==> src/rtl/dispatch_pkg.sv <==
// rtl/dispatch_pkg.sv - state encodings and word layouts for the block dispatch control unit
package dispatch_pkg;

   typedef enum logic [3:0] {
      S_IDLE         = 4'd0,
      S_REQ_CFG      = 4'd1,
      S_READ_CFG     = 4'd2,
      S_LATCH_CFG    = 4'd3,
      S_SCATTER      = 4'd4,
      S_WAIT_DONE    = 4'd5,
      S_REQ_STATUS   = 4'd6,
      S_WRITE_STATUS = 4'd7
   } state_t;

   // Config fields are counted in units of IDX_W bits.
   localparam int CFG_ROWS_FIELD = 0;
   localparam int CFG_COLS_FIELD = 1;

   localparam int STATUS_DONE_BIT  = 0;
   localparam int STATUS_TILES_LSB = 1;

endpackage

==> src/rtl/dispatch_priority_enc.sv <==
// rtl/dispatch_priority_enc.sv - lowest-set-bit one-hot select over the free processor vector
module dispatch_priority_enc #(
   parameter int P = 4
) (
   input  logic [P-1:0] i_free,
   output logic [P-1:0] o_onehot,
   output logic         o_any
);

   always_comb begin
      o_onehot = '0;
      o_any    = 1'b0;
      for (int k = 0; k < P; k++) begin
         if (i_free[k] && !o_any) begin
            o_onehot[k] = 1'b1;
            o_any       = 1'b1;
         end
      end
   end

endmodule

==> src/rtl/block_dispatch_cu.sv <==
// rtl/block_dispatch_cu.sv - reads a job config, scatters R x C block indices to idle processors, writes status
module block_dispatch_cu
   import dispatch_pkg::*;
#(
   parameter int          P           = 4,
   parameter int          IDX_W       = 8,
   parameter int          ADDR_W      = 16,
   parameter int          DATA_W      = 32,
   parameter int unsigned CFG_ADDR    = 0,
   parameter int unsigned STATUS_ADDR = 1
) (
   input  logic              i_Clock,
   input  logic              i_Reset_n,
   input  logic              i_Data_Ready,
   output logic              o_Grant_Request,
   input  logic              i_Grant,
   output logic [ADDR_W-1:0] o_Memory_Address,
   output logic              o_Memory_Write_En,
   output logic [DATA_W-1:0] o_Memory_Write_Data,
   input  logic [DATA_W-1:0] i_Memory_Read_Data,
   output logic [DATA_W-1:0] o_Config,
   output logic [IDX_W-1:0]  o_Row_Index,
   output logic [IDX_W-1:0]  o_Column_Index,
   output logic [P-1:0]      o_Indexes_Ready,
   input  logic [P-1:0]      i_Indexes_Received,
   input  logic [P-1:0]      i_Result_Ready,
   output logic              o_Busy,
   output logic              o_Done,
   output logic              o_Error
);

   localparam int CNT_W = 2 * IDX_W;

   state_t            state_q, state_d;
   logic              dr_prev_q, dr_prev_d;
   logic              busy_q, busy_d;
   logic              done_q, done_d;
   logic              err_q, err_d;
   logic [DATA_W-1:0] cfg_q, cfg_d;
   logic [CNT_W-1:0]  total_q, total_d;
   logic [CNT_W-1:0]  tile_q, tile_d;
   logic [CNT_W-1:0]  cmpl_q, cmpl_d;
   logic [IDX_W-1:0]  row_q, row_d;
   logic [IDX_W-1:0]  col_q, col_d;
   logic [P-1:0]      offer_q, offer_d;
   logic [P-1:0]      pbusy_q, pbusy_d;

   logic [P-1:0]      free_onehot;
   logic              any_free;
   logic [P-1:0]      cmpl_hit;
   logic [CNT_W-1:0]  cmpl_inc;
   logic [CNT_W-1:0]  tile_next;
   logic [IDX_W-1:0]  col_next;
   logic [IDX_W-1:0]  rd_rows, rd_cols, cfg_cols;
   logic [DATA_W-1:0] status_word;
   logic              tracking;

   assign rd_rows  = i_Memory_Read_Data[CFG_ROWS_FIELD*IDX_W +: IDX_W];
   assign rd_cols  = i_Memory_Read_Data[CFG_COLS_FIELD*IDX_W +: IDX_W];
   assign cfg_cols = cfg_q[CFG_COLS_FIELD*IDX_W +: IDX_W];

   dispatch_priority_enc #(.P(P)) u_prio (
      .i_free   (~pbusy_q),
      .o_onehot (free_onehot),
      .o_any    (any_free)
   );

   always_comb begin
      state_d   = state_q;
      dr_prev_d = i_Data_Ready;
      busy_d    = busy_q;
      done_d    = 1'b0;
      err_d     = err_q;
      cfg_d     = cfg_q;
      total_d   = total_q;
      tile_d    = tile_q;
      cmpl_d    = cmpl_q;
      row_d     = row_q;
      col_d     = col_q;
      offer_d   = offer_q;
      pbusy_d   = pbusy_q;

      o_Grant_Request     = 1'b0;
      o_Memory_Address    = '0;
      o_Memory_Write_En   = 1'b0;
      o_Memory_Write_Data = '0;

      cmpl_hit    = '0;
      cmpl_inc    = '0;
      tile_next   = tile_q + CNT_W'(1);
      col_next    = col_q + IDX_W'(1);
      status_word = '0;
      status_word[STATUS_DONE_BIT]            = 1'b1;
      status_word[STATUS_TILES_LSB +: CNT_W] = total_q;

      // Completions are only meaningful once the job's tile count is known.
      tracking = (state_q == S_SCATTER) || (state_q == S_WAIT_DONE) ||
                 (state_q == S_REQ_STATUS) || (state_q == S_WRITE_STATUS);
      if (tracking) begin
         cmpl_hit = i_Result_Ready & pbusy_q;
         for (int k = 0; k < P; k++) begin
            if (cmpl_hit[k]) cmpl_inc = cmpl_inc + CNT_W'(1);
         end
         pbusy_d = pbusy_q & ~cmpl_hit;
         cmpl_d  = cmpl_q + cmpl_inc;
         if ((i_Result_Ready & ~pbusy_q) != '0) err_d = 1'b1;
      end

      case (state_q)
         S_IDLE: begin
            if (i_Data_Ready && !dr_prev_q) begin
               state_d = S_REQ_CFG;
               busy_d  = 1'b1;
               tile_d  = '0;
               cmpl_d  = '0;
               pbusy_d = '0;
               offer_d = '0;
               row_d   = '0;
               col_d   = '0;
            end
         end
         S_REQ_CFG: begin
            o_Grant_Request = 1'b1;
            if (i_Grant) state_d = S_READ_CFG;
         end
         S_READ_CFG: begin
            o_Grant_Request  = 1'b1;
            o_Memory_Address = ADDR_W'(CFG_ADDR);
            state_d          = i_Grant ? S_LATCH_CFG : S_REQ_CFG;
         end
         S_LATCH_CFG: begin
            // Request stays up until the data is safely latched under grant.
            o_Grant_Request = 1'b1;
            if (!i_Grant) begin
               state_d = S_REQ_CFG;
            end else begin
               cfg_d   = i_Memory_Read_Data;
               total_d = CNT_W'(rd_rows) * CNT_W'(rd_cols);
               row_d   = '0;
               col_d   = '0;
               state_d = (rd_rows == '0 || rd_cols == '0) ? S_REQ_STATUS : S_SCATTER;
            end
         end
         S_SCATTER: begin
            if (offer_q != '0) begin
               if ((offer_q & i_Indexes_Received) != '0) begin
                  offer_d = '0;
                  pbusy_d = pbusy_d | offer_q;
                  tile_d  = tile_next;
                  if (col_next == cfg_cols) begin
                     col_d = '0;
                     row_d = row_q + IDX_W'(1);
                  end else begin
                     col_d = col_next;
                  end
                  if (tile_next == total_q) state_d = S_WAIT_DONE;
               end
            end else if (any_free) begin
               offer_d = free_onehot;
            end
         end
         S_WAIT_DONE: begin
            if (cmpl_q == total_q) state_d = S_REQ_STATUS;
         end
         S_REQ_STATUS: begin
            o_Grant_Request = 1'b1;
            if (i_Grant) state_d = S_WRITE_STATUS;
         end
         S_WRITE_STATUS: begin
            o_Grant_Request  = 1'b1;
            o_Memory_Address = ADDR_W'(STATUS_ADDR);
            if (i_Grant) begin
               o_Memory_Write_En   = 1'b1;
               o_Memory_Write_Data = status_word;
               state_d             = S_IDLE;
               busy_d              = 1'b0;
               done_d              = 1'b1;
            end else begin
               state_d = S_REQ_STATUS;
            end
         end
         default: state_d = S_IDLE;
      endcase
   end

   always_ff @(posedge i_Clock or negedge i_Reset_n) begin
      if (!i_Reset_n) begin
         state_q   <= S_IDLE;
         dr_prev_q <= 1'b0;
         busy_q    <= 1'b0;
         done_q    <= 1'b0;
         err_q     <= 1'b0;
         cfg_q     <= '0;
         total_q   <= '0;
         tile_q    <= '0;
         cmpl_q    <= '0;
         row_q     <= '0;
         col_q     <= '0;
         offer_q   <= '0;
         pbusy_q   <= '0;
      end else begin
         state_q   <= state_d;
         dr_prev_q <= dr_prev_d;
         busy_q    <= busy_d;
         done_q    <= done_d;
         err_q     <= err_d;
         cfg_q     <= cfg_d;
         total_q   <= total_d;
         tile_q    <= tile_d;
         cmpl_q    <= cmpl_d;
         row_q     <= row_d;
         col_q     <= col_d;
         offer_q   <= offer_d;
         pbusy_q   <= pbusy_d;
      end
   end

   assign o_Config        = cfg_q;
   assign o_Row_Index     = row_q;
   assign o_Column_Index  = col_q;
   assign o_Indexes_Ready = offer_q;
   assign o_Busy          = busy_q;
   assign o_Done          = done_q;
   assign o_Error         = err_q;

endmodule
==> config.mk <==
export PLATFORM = sky130hd
export DESIGN_NAME = block_dispatch_cu
export DESIGN_NICKNAME = d
export VERILOG_FILES = /design/src/rtl/dispatch_pkg.sv /design/src/rtl/dispatch_priority_enc.sv /design/src/rtl/block_dispatch_cu.sv
export SDC_FILE = /design/constraint.sdc
export NUM_CORES = 1
export LEC_CHECK = 0
export ABC_AREA = 0
export CORE_MARGIN = 10
export CORE_UTILIZATION = 45
export CTS_CLUSTER_DIAMETER = 60
export DETAILED_ROUTE_END_ITERATION = 6
export PLACE_DENSITY = 0.74
export SYNTH_ARGS = -nofsm -noshare
export SYNTH_HDL_FRONTEND = slang
export SYNTH_SLANG_ARGS = --single-unit
==> constraint.sdc <==
create_clock -name i_Clock -period 2.7 [get_ports i_Clock]
set_input_delay 0.27 -clock i_Clock [delete_from_list [all_inputs] [get_ports i_Clock]]
set_output_delay 0.27 -clock i_Clock [all_outputs]
set_load 0.02 [all_outputs]
Word-level counts from Yosys, hierarchy flattened
Index checks and enable logic that the tools add are counted.

Register bits: 112. Word-level logic and storage cells: 143. Input port bits: 44. Output and inout bits: 105.

Equal/unequal tests: 22. Multipliers: 1. $add $sub $neg: 7. Reductions and logical operators: 30. Bitwise gates (word level): 7. Multiplexer cells: 63.

Operators with widths (number): $mux 16 (13); $add 16x1->16 const B (4); $mux 8 (8); $mux 4 (15); $pmux 8 s3 (2); $mux 17 (2); $eq 16x16->1 (2); $pmux 16 s2 (1); $pmux 4 s8 (1); $add 16x16->16 (1); $add 8x1->8 const B (2); $and 4x4->4 (4); $eq 4x3->1 const B (4); $logic_not 8->1 (2); $mul 8x8->16 (1); $pmux 4 s2 (2); $mux 1 (14); $reduce_bool 4->1 (3); $ne 2x1->1 const B (5); $ne 2x2->1 const B (5); $eq 4x2->1 const B (2); $eq 8x8->1 (1); $not 4->4 (2); $reduce_and 4->1 (2); 18 further kinds (32).

Logic depth before layout (Yosys ltp)
Depth in word-level cells: 18. Depth in mapped cells: 18. Gate-level depth less buffers: 17.

Modules after synthesis
A second synthesis with hierarchy kept.

Cell total of the unflattened synthesis: 939. Area total of the unflattened synthesis: 8663.3 µm².

By module, submodules not included: block_dispatch_cu (area an instance 8625.8 µm², instances 1, cells each 934, seq. area each 2777.7 µm²); dispatch_priority_enc (area an instance 37.5 µm², instances 1, cells each 5, seq. area each 0.0 µm²).

Worst setup path before layout
OpenSTA, ideal clock, no wires.

Kind: input to register. Start: input port i_Memory_Read_Data[15]. End: register total_q[13]. Arrival time: 4127 ps. Setup time: 135 ps. Data required time: 2565 ps. Path slack: -1562 ps. Buffers on the path: 1. Stages: 15. Cell sequence: clkbuf_1 > and2_1 > fa_1 > fa_1 > fa_1 > inv_1 > fa_1 > inv_1 > ha_1 > or3_1 > a211oi_1 > o21ai_0 > a21oi_1 > xor2_1 > o21ai_0.

Longest elaborated chain between the ends: 1.

Ends and longest elaborated chain: start, declared (line block_dispatch_cu.sv:20) `input logic [DATA_W-1:0] i_Memory_Read_Data,`; $mul 8x8->16 (line block_dispatch_cu.sv:138) `total_d = CNT_W'(rd_rows) * CNT_W'(rd_cols);`; end signal, assigned (line block_dispatch_cu.sv:208) `total_q <= total_d;`; end, declared (line block_dispatch_cu.sv:40) `logic [CNT_W-1:0] total_q, total_d;`.

No other way between the ends. A chain may end at the register's enable or synchronous reset.

Worst setup path after layout
Start: input port i_Memory_Read_Data[1]. End: register total_q[13].

The elaborated chain is that of the path after synthesis.

==> results.md <==
* Syn_area_per_cell at 9.33 µm²
* Slew @ Worst Pin at 711 ps
* ANT cells at 0
* Die Height at 156 µm
* Pwr Total at 9.17 mW
* Die area at 24400 µm²
* Port Buf Inserts at 118
* CP startpoint kind: input port
* Largest net degree at the start of global routing at 56
* Most frequent cells in the layout: 110 x dfrtp_1, 100 x clkdlybuf4s50_1, 94 x buf_4, 71 x nand2_1, 56 x inv_1
* Die Wd at 156 µm
* Initial antenna violation count at 0
* First-pass GRT wire length at 36400 µm
* GR met2 Demand/Resource at 31.7%
* Nets at 1218
* Fin crit share at 137%
* Comb pwr share at 55.8%
* WL per Instance at 16.8 µm
* GRT Total Usage at 18.1%
* Via count at 6938
* #FFs+latches synth at 111
* Crit path required time at 2930 ps
* GR peak layer: met2
* Sw Pwr at 3.75 mW
* Setup TNS at -8870 ps
* Cells after Synth at 893
* Vias in the first global route at 7099
* Vias/cell at 5.24
* Slew Viols, Final at 0
* Seq/Total Area, Yosys at 33.3%
* CTS buffer count at 9
* PD cells at 826 nW/µm²
* Final Cell Area at 11100 µm²
* Distinct cells, synth at 62
* Maximum clock rate at 270 MHz
* CTS tree: done
* Root buf cell: clkbuf_16
* Fin. Hold Viols at 0
* Critical path peak fanout at 3
* Post-detail-place hpwl at 17500 µm
* ANT nets after route at 0
* Post-synth EDFFs at 0
* Final setup margin at -1010 ps
* Htree depth at 3
* Ys async rst share at 100%
* Outcome: complete, but fails checks
* Sequential group share of total power at 29.2%
* Setup crit end kind: flip-flop
* Post-synth top area share at 33.3%
* Area grow syn2layout at 33.2%
* Pint at 5.42 mW
* Switching Fraction at 40.9%
* Hold Slack at 271 ps
* Most used DFF post-synth: dfrtp_1
* Number of synthesis warnings at 0
* 1st-pass router iterations at 6
* Worst Setup Path Type: input port to flip-flop
* Area of placed instances at 10400 µm²
* Met3 GRT Util at 3.47%
* Layout cell share with drive strength beyond 1 at 25.2%
* Rows at 49
* Drt drc at 0
* Leakage at 5.02 nW
* GR Overflow Total at 0
* Clk slew on worst S/H paths at 80 ps
* Initial DRC count at 504
* Clk pwr share at 15.0%
* Top cells by area, synth: dfrtp_1 33%, fa_1 8.9%, ha_1 6.9%
* Final Core Density at 61.3%
* Setup-failing EPs final at 20
* Met1 usage at 22.2%
* Min-delay worst type: input port to flip-flop
* Clk_lat worst skew at 360 ps
* Crit path arrival time at 3930 ps
* Most common cell after layout, fill and taps aside: dfrtp_1
* RD Place Congestion at 0.920
* Failing checks: negative setup slack
* Max-Cap Viols at 0
* WL final at 22200 µm
* Worst VDD drop at 0.468 mV
* Starting density of the core at 46.1%
* Ports at 149
* Num Clock Sinks at 111
* Dominant cell type by area after synthesis: dfrtp_1
* Worst rel slew slack at 52.6%
* Skew final at 9.34 ps
* Clock tree buffer depth at 2
* Placeable Area at 18100 µm²
* Tmin final at 3710 ps
* Unrepaired setup endpoints after global routing: true
* Mapped Area at 8330 µm²
## metrics by stage
step	setup slack (ps)	instances
2_1_floorplan	-1180	923
3_3_place_gp	-1860	1297
3_5_place_dp	-1890	1297
4_1_cts	-1080	1322
5_1_grt	-1160	1325
6_report	-1010	1325
## cell families after synthesis
| logic type | after synthesis | share of synthesized area (%) |
|---|---|---|
| and+or+nand+nor | 301 | 18.7 |
| AOI/OAI and AO/OA | 153 | 11.6 |
| buffers and inverters | 132 | 7.52 |
| DFF | 111 | 33.3 |
| adders and majority gates | 83 | 15.8 |
| xor gates and xnor gates | 72 | 7.57 |
| muxes | 40 | 5.38 |
| other | 1 | 0.0450 |
## sequential cells by signal, indices dropped and copies added (netlist names), 3 cells and up
name and count:
pbusy_q 4, o_Indexes_Ready 4, o_Column_Index 8, o_Row_Index 8, total_q 16, state_q 3
tile_q 16, o_Config 32, cmpl_q 16
## final timing paths
path,from,endpoint,slack (ps),cells past startpoint
max,i_Memory_Read_Data[1],total_q[13],-1010,16
min,i_Memory_Read_Data[4],o_Config[4],270,3
max reg2reg,pbusy_q[1],cmpl_q[14],-130,14
min reg2reg,o_Error,o_Error,490,1
max in group asynchronous,i_Reset_n,tile_q[12],1500,3
min in group asynchronous,i_Reset_n,o_Indexes_Ready[0],510,2
## power groups by stage
stage	logic, mW	registers (mW)	clock network, mW
2_1_floorplan	2.73	2.87	0
3_3_place_gp	4.68	2.68	0
3_5_place_dp	4.79	2.69	0
4_1_cts	4.92	2.66	1.41
5_1_grt	5.64	2.74	1.47
6_report	5.12	2.68	1.38
## cell usage after synthesis, types with 7 or more instances
library cell and count:
and2_1 71, fa_1 37, xnor2_1 48, dfrtp_1 111, nand4_1 14, nand2_1 79
nor3_1 12, nand3_1 19, xor2_1 24, buf_4 32, mux2_2 38, inv_1 66
clkbuf_1 29, o21ai_0 65, nor2_1 49, a21o_1 12, a21oi_1 20, and3_1 7
a31oi_1 9, nand2b_1 9, o31ai_1 12, ha_1 46
## layer usage
metal / up-vias / wire length (µm)
met2: 162 / 11400
met5: - / 0
met4: 0 / 316
li1: 3349 / -
met3: 21 / 1070
met1: 3406 / 9420
## worst max-delay path: stages
cell and delay (ps):
buf_6 100, buf_6 100, and2_4 130, fa_1 550
fa_1 440, fa_1 510, inv_2 40, fa_1 480
inv_2 50, ha_4 150, or3_4 400, a211oi_4 210
o21ai_1 120, a21oi_2 150, xor2_1 160, o21ai_1 70
## repair_timing
item | in CTS | in global routing
resized for setup | 87 | 54
hold endpoints to repair | 44 | 0
hold buffers | 1 | 0
buffers inserted | 8 | 3
pin swaps | 42 | 35
gates cloned | 0 | 0
endpoints found under the setup margin | 22 | 34
## final cells by class
class	count	area, µm²
clock buffers	10	229
clock inverters	6	75.1
fillers	1514	6990
inverters	66	248
multi-input cells	680	5500
flip-flops and latches	111	2780
well taps	229	287
repair buffers	223	1980
Power figures use the tool's default switching activity.
